**src/rtl/scrambler_pipe.sv**
```systemverilog
// scrambler_pipe: additive LFSR (de)scrambler, DATA_BYTES lanes per beat,
// registered AXI-stream output. SCRAMBLER_PIPE_SKID_EN selects 2-entry skid.
//
// Ports:
//   clk, rst (async, active-high)
//   s_axis_{valid,ready,data,last,sop,is_parity} : input beat stream
//   m_axis_{valid,ready,data,last,sop,is_parity} : scrambled beat stream
// Build option: define SCRAMBLER_PIPE_SKID_EN for the skid-buffer output
// stage with a registered s_axis_ready; default is one output register.
`timescale 1ns/1ps

module scrambler_pipe #(
  parameter int                  DATA_BYTES      = 1,
  parameter int                  LFSR_LEN        = 7,
  parameter logic [LFSR_LEN-1:0] TAPS            = 7'b0001001,
  parameter logic [LFSR_LEN-1:0] SEED            = 7'b1011101,
  parameter bit                  SCRAMBLE_PARITY = 1'b1
) (
  input  logic                    clk,
  input  logic                    rst,
  input  logic                    s_axis_valid,
  output logic                    s_axis_ready,
  input  logic [8*DATA_BYTES-1:0] s_axis_data,
  input  logic                    s_axis_last,
  input  logic                    s_axis_sop,
  input  logic                    s_axis_is_parity,
  output logic                    m_axis_valid,
  input  logic                    m_axis_ready,
  output logic [8*DATA_BYTES-1:0] m_axis_data,
  output logic                    m_axis_last,
  output logic                    m_axis_sop,
  output logic                    m_axis_is_parity
);

  localparam int W  = 8 * DATA_BYTES;
  localparam int PW = W + 3;

  logic [LFSR_LEN-1:0] lfsr_q;
  logic [LFSR_LEN-1:0] lfsr_d;
  logic [LFSR_LEN-1:0] start_st;
  logic [LFSR_LEN-1:0] adv_st;
  logic [W-1:0]        ks;
  logic [W-1:0]        beat_data;
  logic [PW-1:0]       beat_in;
  logic [PW-1:0]       main_q;
  logic                m_valid_q;
  logic                bypass;
  logic                accept;

  assign accept = s_axis_valid && s_axis_ready;

  // SOP reseeds the beat that carries it, not the following one.
  assign start_st = s_axis_sop ? SEED : lfsr_q;

  // Unrolled keystream: lane 0 first, MSB first within each lane.
  always_comb begin
    adv_st = start_st;
    ks     = '0;
    for (int l = 0; l < DATA_BYTES; l++) begin
      for (int b = 7; b >= 0; b--) begin
        ks[l*8+b] = adv_st[0];
        adv_st = {adv_st[LFSR_LEN-2:0], ^(adv_st & TAPS)};
      end
    end
  end

  // Unscrambled parity beats neither use nor consume keystream.
  assign bypass    = (SCRAMBLE_PARITY == 1'b0) && s_axis_is_parity;
  assign beat_data = bypass ? s_axis_data : (s_axis_data ^ ks);
  assign lfsr_d    = bypass ? start_st : adv_st;
  assign beat_in   = {s_axis_last, s_axis_sop, s_axis_is_parity, beat_data};

  always_ff @(posedge clk or posedge rst) begin
    if (rst) begin
      lfsr_q <= SEED;
    end else if (accept) begin
      lfsr_q <= lfsr_d;
    end
  end

  assign m_axis_valid = m_valid_q;
  assign {m_axis_last, m_axis_sop, m_axis_is_parity, m_axis_data} = main_q;

`ifdef SCRAMBLER_PIPE_SKID_EN
  logic [PW-1:0] skid_q;
  logic          skid_vld;

  // Ready only looks at our own register, never at m_axis_ready.
  assign s_axis_ready = !skid_vld;

  always_ff @(posedge clk or posedge rst) begin
    if (rst) begin
      m_valid_q <= 1'b0;
      main_q    <= '0;
      skid_q    <= '0;
      skid_vld  <= 1'b0;
    end else if (!m_valid_q || m_axis_ready) begin
      if (skid_vld) begin
        main_q    <= skid_q;
        m_valid_q <= 1'b1;
        skid_vld  <= 1'b0;
      end else begin
        m_valid_q <= accept;
        if (accept) begin
          main_q <= beat_in;
        end
      end
    end else if (accept) begin
      // Output stalled: park the beat that arrived under a stale ready.
      skid_q   <= beat_in;
      skid_vld <= 1'b1;
    end
  end
`else
  assign s_axis_ready = !m_valid_q || m_axis_ready;

  always_ff @(posedge clk or posedge rst) begin
    if (rst) begin
      m_valid_q <= 1'b0;
      main_q    <= '0;
    end else if (s_axis_ready) begin
      m_valid_q <= s_axis_valid;
      if (s_axis_valid) begin
        main_q <= beat_in;
      end
    end
  end
`endif

endmodule

```
**config.mk**
```make
export PLATFORM = sky130hd
export DESIGN_NAME = scrambler_pipe
export DESIGN_NICKNAME = d
export VERILOG_FILES = /design/src/rtl/scrambler_pipe.sv
export SDC_FILE = /design/constraint.sdc
export NUM_CORES = 1
export LEC_CHECK = 0
export BUFFER_PORTS_ARGS = -buffer_cell sky130_fd_sc_hd__buf_4
export CORE_MARGIN = 1.5
export CORE_UTILIZATION = 47
export DETAILED_ROUTE_END_ITERATION = 8
export PLACE_DENSITY_LB_ADDON = 0.2
export SETUP_SLACK_MARGIN = 0.3
export SLEW_MARGIN = 20
export SYNTH_ARGS = -nofsm -noshare
export SYNTH_HDL_FRONTEND = slang
export SYNTH_SLANG_ARGS = --single-unit
export TNS_END_PERCENT = 50
```
**constraint.sdc**
```tcl
create_clock -name clk -period 1.6 [get_ports clk]
set_input_delay 0.24 -clock clk [delete_from_list [all_inputs] [get_ports clk]]
set_output_delay 0.24 -clock clk [all_outputs]
set_load 0.01 [all_outputs]
```
After elaboration in Yosys (flattened, before gate mapping)
Cells that the tools add are included.
{ "op_classes": {"n_addsub": 0, "multipliers": 0, "div": 0, "magnitude_cmp": 0, "n_eq_ne": 0, "shift": 0, "mux": 1, "bitwise_logic": 1, "n_reduce_logical": 12} }
{ "ops": {"columns": ["operator", "count"], "rows": [
  ["$reduce_xor A7 Y1", 8],
  ["$xor A8 B8 Y8", 1],
  ["$mux W4", 1],
  ["$reduce_and A2 Y1", 1],
  ["$logic_and A1 B1 Y1", 1],
  ["$logic_not A1 Y1", 1],
  ["$logic_or A1 B1 Y1", 1]
]} }
{ "totals": {"regBits": 16, "latchBits": 0, "mem_bits_rw": 0, "rom_bits": 0, "input_bits": 15, "out_inout_bits": 13, "word_cells": 17, "memories": 0} }

Logic depth before layout (Yosys ltp)
Gate-level depths: netlist (run 1).
{ "depth": {"ltp_word": 9, "mapped_depth": 5, "ltp_nobuf": 4} }

Worst setup path before layout (run 1)
OpenSTA, ideal clock, no wires.
{ "synth_timing": {"path_kind": "reg2reg", "from": "reg lfsr_q[2]", "to": "reg main_q[2]", "setup_ns": 0.124, "arrival_time_ns": 1.211, "required_time_ns": 1.476, "slack_ns": 0.266, "path_stages_with_launch": 5, "n_path_buf": 0, "period_less_slack_ns": 1.334, "path_cell_list": "dfstp_2 -> xnor2_2 -> mux2i_1 -> xor2_1 -> o21ai_1"} }
{ "synth_between": {"elab_chain_cells": 6} }
{ "synth_lines": {"columns": ["item", "line", "source"], "rows": [
  ["start, declared", "38", "logic [LFSR_LEN-1:0] lfsr_q;"],
  ["start signal, assigned", "77", "lfsr_q <= lfsr_d;"],
  ["$mux W4", "53", "assign start_st = s_axis_sop ? SEED : lfsr_q;"],
  ["$reduce_xor A7 Y1 (4 in a row)", "62", "adv_st = {adv_st[LFSR_LEN-2:0], ^(adv_st & TAPS)};"],
  ["$xor A8 B8 Y8", "69", "assign beat_data = bypass ? s_axis_data : (s_axis_data ^ ks);"],
  ["end signal, assigned", "124", "main_q <= beat_in;"],
  ["end, declared", "45", "logic [PW-1:0] main_q;"]
]} }
No other way between the ends.
A chain may end at the register's enable or synchronous reset.

Worst setup path in the final report (run 1)
Same ends and word-level chain as after synthesis.

==> key figures, run 1 <==
Drt
  • Via count: 609
  • Routed Antenna Nets: 0
  • Wire per inst: 11.37 um
  • DRT Pass-1 Iters: 4
  • DR vias/cell: between 4 and 5
  • Total Wirelength: 1410 um
  • Number of DRC markers in iteration 0: 5
  • DRC Markers: 0

CTS
  • Longest Clk Path Bufs: 2
  • Clock slew at reported path FFs: 0.09 ns
  • Root buf cell: clkbuf_4
  • Skew-Pair Late Insertion Delay: between 0.2 and 0.3 ns
  • Hold_buf cts: 0
  • H-tree depth: 1
  • Num CTS Buffers: 3
  • CTS tree: done
  • Sink Count: 16

GRT
  • Global route overflow: 0
  • Vias in the first global route: 543
  • Initial antenna violation count: 0
  • Largest net degree at the start of global routing: 17
  • First-pass GRT wire length: approximately 2300 um
  • GR Util All Layers: 16.61%

Pwr
  • Leakage: 0.5141 nW
  • Power Density: 1727 nW/um2
  • Pwr Total: between 1.5 and 2 mW
  • Peak supply drop: 0.0008916 V

Timing
  • Final hold violations: 0
  • Slew @ Worst Pin: 0.5959 ns
  • RSZ-0062 raised after global routing: yes
  • Pins over their slew limit: 0
  • Setup TNS: 0 ns
  • Slew HR: 60.23%
  • Crit path time final: between 1 and 1.5 ns
  • F_max: between 700 and 800 MHz
  • Skew final: approximately 0.0011 ns
  • # setup viols final: 0
  • Tcrit/Tclk final: 85.11%
  • Hold WS: 0.01152 ns

Floorplan
  • Die Area: 1935 um2
  • Die Wd: 43.99 um
  • IO Pins: 28
  • CORE AREA: 1541 um2
  • Initial Util: 51.22%
  • Chip Height: 43.99 um
  • Cell Rows: 14

Finish
  • Commonest cells after routing, fill and taps aside: 32 x buf_4, 13 x dfrtp_1, 11 x nand2_1
  • Commonest non-fill, non-tap cell in the layout: buf_4
  • P&R area growth vs syn: 38.51%
  • Post-layout net count: 124
  • Share of cells above drive strength 1: 45.37%
  • N_diodes: 0
  • Final Non-Filler Cells: 124
  • Core Util, Final: 70.94%

Yosys
  • Synthesis Warnings: 0
  • Synth top area share: between 40% and 50%
  • Area leader, netlist: dfrtp_1
  • Area contributors post-synth: dfrtp_1 41%, dfstp_2 10%, xor2_1 6.7%
  • Syn Area/Cell: 10.53 um2
  • Synth Register Bits: 16
  • Post-Syn Area: 789.5 um2
  • Distinct cells, synth: 20
  • Register area share after synthesis: 51.19%
  • Synth Instances: between 70 and 80
  • Post-Syn Nets: 90

Critical path
  • Crit path arrival time: 1.54 ns
  • Worst R2R Setup Slack: 0.24 ns
  • FF-to-FF Start: lfsr_q[2]
  • CP max FO: 3
  • Reg-to-reg endpoint: main_q[2]
  • R2R depth: 4
  • Worst EP required: 1.78 ns
  • Crit path kind: reg -> reg
  • Startpoint Class: register
  • Critical Path End Type: register

Placed design
  • Placed cells: ~120
  • Post-DP HPWL: 1057 um
  • IO buf count: 27
  • Final Wtd Congestion: just under 0.8

Flow run
  • Maximum Capacitance Violations: 0

Run status
  • Run status: finished, final reports clean

Worst hold path
  • Worst Hold Class: in -> async
## synthesized netlist by cell type
| master | instances |
|---|---|
| buf_2 | 1 |
| clkbuf_1 | 2 |
| dfrtp_1 | 13 |
| dfstp_2 | 3 |
| inv_1 | 1 |
| mux2_2 | 4 |
| mux2i_1 | 2 |
| nand2_1 | 12 |
| nand2b_1 | 2 |
| nor2_1 | 5 |
| nor2b_1 | 2 |
| nor3_1 | 2 |
| o21a_1 | 2 |
| o21ai_0 | 3 |
| o21ai_1 | 7 |
| o31ai_1 | 1 |
| o31ai_2 | 1 |
| xnor2_1 | 4 |
| xnor2_2 | 2 |
| xor2_1 | 6 |
## power breakdown
part           internal (mW)  leakage, nW  switching [mW]  total, mW
combinational          0.511        0.305           0.411      0.922
sequential             0.572        0.188           0.131      0.703
clock                  0.139       0.0210           0.125      0.264
## layout make-up
class | instances | area (um2)
Sequential cell | 16 | 404.1
Clock buffer | 4 | 36.28
Multi-Input combinational cell | 55 | 389.1
Tap cell | 16 | 20.02
Fill cell | 123 | 447.9
Timing Repair Buffer | 32 | 240.2
Inverter | 1 | 3.754
## per-stage QoR
stage	cell area (um2)	worst slack, ns
2_1_floorplan	789.5	0.2727
3_3_place_gp	1015	0.2398
6_report	1094	0.2382
5_1_grt	1094	0.1710
3_5_place_dp	1015	0.1928
4_1_cts	1059	0.2402
## repair_timing
item                                    4_1_cts  5_1_grt
pin swaps                                     1        1
setup buffers                                 1        2
resized for setup                             0        4
endpoints found under the setup margin        4       11
## metal layers
| layer | vias to the layer above | global-route usage, % | routed length, um |
|---|---|---|---|
| li1 | 315 | - | - |
| met2 | 17 | 24.71 | 651 |
| met3 | 5 | 4.167 | 78 |
| met5 | - | 0 | 0 |
| met1 | 272 | 22.16 | 647 |
| met4 | 0 | 9.091 | 33 |
## state kept, by name, indices dropped and copies added (netlist names)
register and flops:
m_axis_valid 1, lfsr_q 4, main_q 11
## worst max-delay path, cell delays in order (launching register included)
cell and delay [ns]:
dfstp_2 0.56, xnor2_2 0.16, mux2i_2 0.29, xor2_1 0.17
o21ai_1 0.07
## cells by family (layout without fill, tap and decap cells)
logic type             count (synthesis)  after routing  synth area share (%)
buffers and inverters                  4             37                 2.060
XOR/XNOR                              12             12                 15.21
multiplexers                           6              6                 8.241
AND/OR/NAND/NOR                       23             23                 12.52
flip-flops                            16             16                 51.19
AO/OA/AOI/OAI                         14             14                 10.78
## worst max path at each step
stage	from	end	slack, ns	cells after the start
global route	lfsr_q[3]	main_q[4]	0.17	4
global placement	lfsr_q[2]	main_q[2]	0.24	4
finish	lfsr_q[2]	main_q[2]	0.24	4
CTS	lfsr_q[2]	main_q[2]	0.24	4
floorplan	lfsr_q[2]	main_q[2]	0.27	4
detailed placement	lfsr_q[2]	main_q[2]	0.19	4
Note: power is estimated with default switching activity, not from simulation.
==> run 2: changes to the inputs <==
- CELL_PAD_IN_SITES_DETAIL_PLACEMENT: unset -> 0
- CELL_PAD_IN_SITES_GLOBAL_PLACEMENT: unset -> 1
- CORE_UTILIZATION: 47 -> 35
==> key figures, run 2 (same netlist as run 1, synthesis figures left out) <==
Placed design
  • IO buf count: 27 (unchanged)
  • Final Wtd Congestion: 0.6819 (-14%)
  • Pre-CTS WS: 0.1738 ns (-0.01901 ns)
  • DP Area: 1022 um2 (+0.74%)
  • Placed cells: 128 (+9.4%)
  • Post-DP HPWL: 1087 um (+2.8%)

Drt
  • Via count: 615 (+0.99%)
  • Routed Antenna Nets: 0 (unchanged)
  • DRT Pass-1 Iters: 4 (unchanged)
  • DRC Markers: 0 (unchanged)
  • Wire per inst: 11.81 um (+3.8%)
  • Total Wirelength: 1594 um (+13%)
  • DR vias/cell: 4.556 (-7.2%)
  • Number of DRC markers in iteration 0: 5 (unchanged)

CTS
  • Clock slew at reported path FFs: 0.10 ns (about the same)
  • Skew-Pair Late Insertion Delay: 0.29 ns (about the same)
  • Root buf cell: clkbuf_4
  • CTS tree: done
  • H-tree depth: 1 (unchanged)
  • Longest Clk Path Bufs: 2 (unchanged)
  • Num CTS Buffers: 3 (unchanged)
  • Sink Count: 16 (unchanged)

Finish
  • Layout fillers: 216 (+76%)
  • P&R area growth vs syn: 40.10%
  • N_diodes: 0 (unchanged)
  • Post-layout net count: 123 (-0.81%)
  • Biggest register: main_q
  • Largest register FFs: 11 (unchanged)
  • Share of cells above drive strength 1: 44.86% (-0.51 points)
  • Core Util, Final: 50.98% (-20 points)
  • Fin area: 1106 um2 (+1.1%)
  • Commonest non-fill, non-tap cell in the layout: buf_4
  • Commonest cells after routing, fill and taps aside: 29 x buf_4, 13 x dfrtp_1, 11 x nand2_1
  • Final Non-Filler Cells: 135 (+8.9%)

Floorplan
  • Die Wd: 50.50 um (+15%)
  • Cell Rows: 17 (+3)
  • Die Area: 2550 um2 (+32%)
  • IO Pins: 28 (unchanged)
  • Chip Height: 50.50 um (+15%)
  • Initial Util: 36.39% (-15 points)
  • CORE AREA: 2170 um2 (+41%)

GRT
  • Vias in the first global route: 592 (+9.0%)
  • Initial antenna violation count: 0 (unchanged)
  • Global route overflow: 0 (unchanged)
  • Largest net degree at the start of global routing: 19 (+2)
  • First-pass GRT wire length: 2559 um (+11%)
  • GR Util All Layers: 13.74% (-2.9 points)

Timing
  • RSZ-0062 raised after global routing: yes
  • # setup viols final: 0 (unchanged)
  • Pins over their slew limit: 0 (unchanged)
  • Setup TNS: 0 ns (unchanged)
  • F_max: 726.4 MHz (-1.1%)
  • Crit path time final: 1.377 ns (+0.01478 ns)
  • Tcrit/Tclk final: 86.04% (+0.92 points)
  • Hold WS: 0.01870 ns (+0.007177 ns)
  • Final worst setup slack: 0.2234 ns (-0.01478 ns)
  • Slew HR: 57.56% (-2.7 points)
  • Skew final: 0.01144 ns (+0.01037 ns)
  • Final hold violations: 0 (unchanged)
  • Slew @ Worst Pin: 0.6359 ns (+0.03997 ns)

Critical path
  • Worst EP required: 1.78 ns (about the same)
  • Startpoint Class: register
  • Worst Setup SP: lfsr_q[1]
  • Crit path kind: reg -> reg
  • Critical Path End Type: register
  • Buf+Inv Stages, Crit Path: 0 (unchanged)
  • R2R depth: 4 (unchanged)
  • Critical path's slowest cell: dfrtp_1
  • FF-to-FF Start: lfsr_q[1]
  • Critical-path cell list: xnor2_4 > mux2i_2 > xor2_1 > o21ai_1
  • Worst R2R Setup Slack: 0.22 ns (about the same)
  • WP depth: 4 (unchanged)
  • Crit path arrival time: 1.55 ns (about the same)
  • Reg-to-reg endpoint: main_q[2]
  • CP max FO: 3 (unchanged)
  • Setup crit end: main_q[2]
  • CP max stage delay: 0.48 ns (-0.08 ns)
  • Delay-heaviest family, CP: flip-flops

Worst hold path
  • Worst Hold Class: in -> async

Pwr
  • Leakage: 0.5103 nW (-0.73%)
  • Power Density: 1701 nW/um2 (-1.5%)
  • Peak supply drop: 0.0009857 V (+11%)
  • Pwr Total: 1.881 mW (-0.37%)

Run status
  • Run status: finished, final reports clean

Flow run
  • Maximum Capacitance Violations: 0 (unchanged)
-- run 2: worst min path at each step --
| stage | slack [ns] | startpoint | end |
|---|---|---|---|
| 6_report | 0.02 | rst | main_q[5] |
| 5_1_grt | 0.08 | rst | main_q[5] |
| 4_1_cts | 0.04 | rst | main_q[5] |
| 3_5_place_dp | 0.37 | rst | main_q[0] |
| 3_3_place_gp | 0.37 | rst | main_q[5] |
| 2_1_floorplan | 0.15 | rst | lfsr_q[1] |
-- run 2: final cells by class --
type	count	area [um2]	share of cell area, %
sequential	16	404.1	36.54
timing repair buffer	31	240.2	21.72
inverter	1	3.754	0.3394
clock buffer	4	26.28	2.376
tap	28	35.03	3.167
multi-input combinational	55	396.6	35.86
-- run 2: metal layers --
metal	vias to the layer above	share of wire (%)	track usage, %
met1	279	44	17.59
met5	-	0	0
met3	2	5.6	2.679
met4	0	1.2	5.405
li1	316	-	-
met2	18	49	22.81
-- run 2: repair_timing --
item | in CTS | in global routing
setup buffers | 2 | 1
hold buffers | 0 | 0
gates resized for setup | 3 | 4
pin swaps | 2 | 7
endpoints found under the setup margin | 5 | 8
hold endpoints to repair | 0 | 0
-- run 2: where the power goes --
group | switching [mW] | total, mW | internal, mW
logic | 0.411 | 0.940 | 0.529
registers | 0.138 | 0.710 | 0.572
clock network | 0.134 | 0.231 | 0.0969
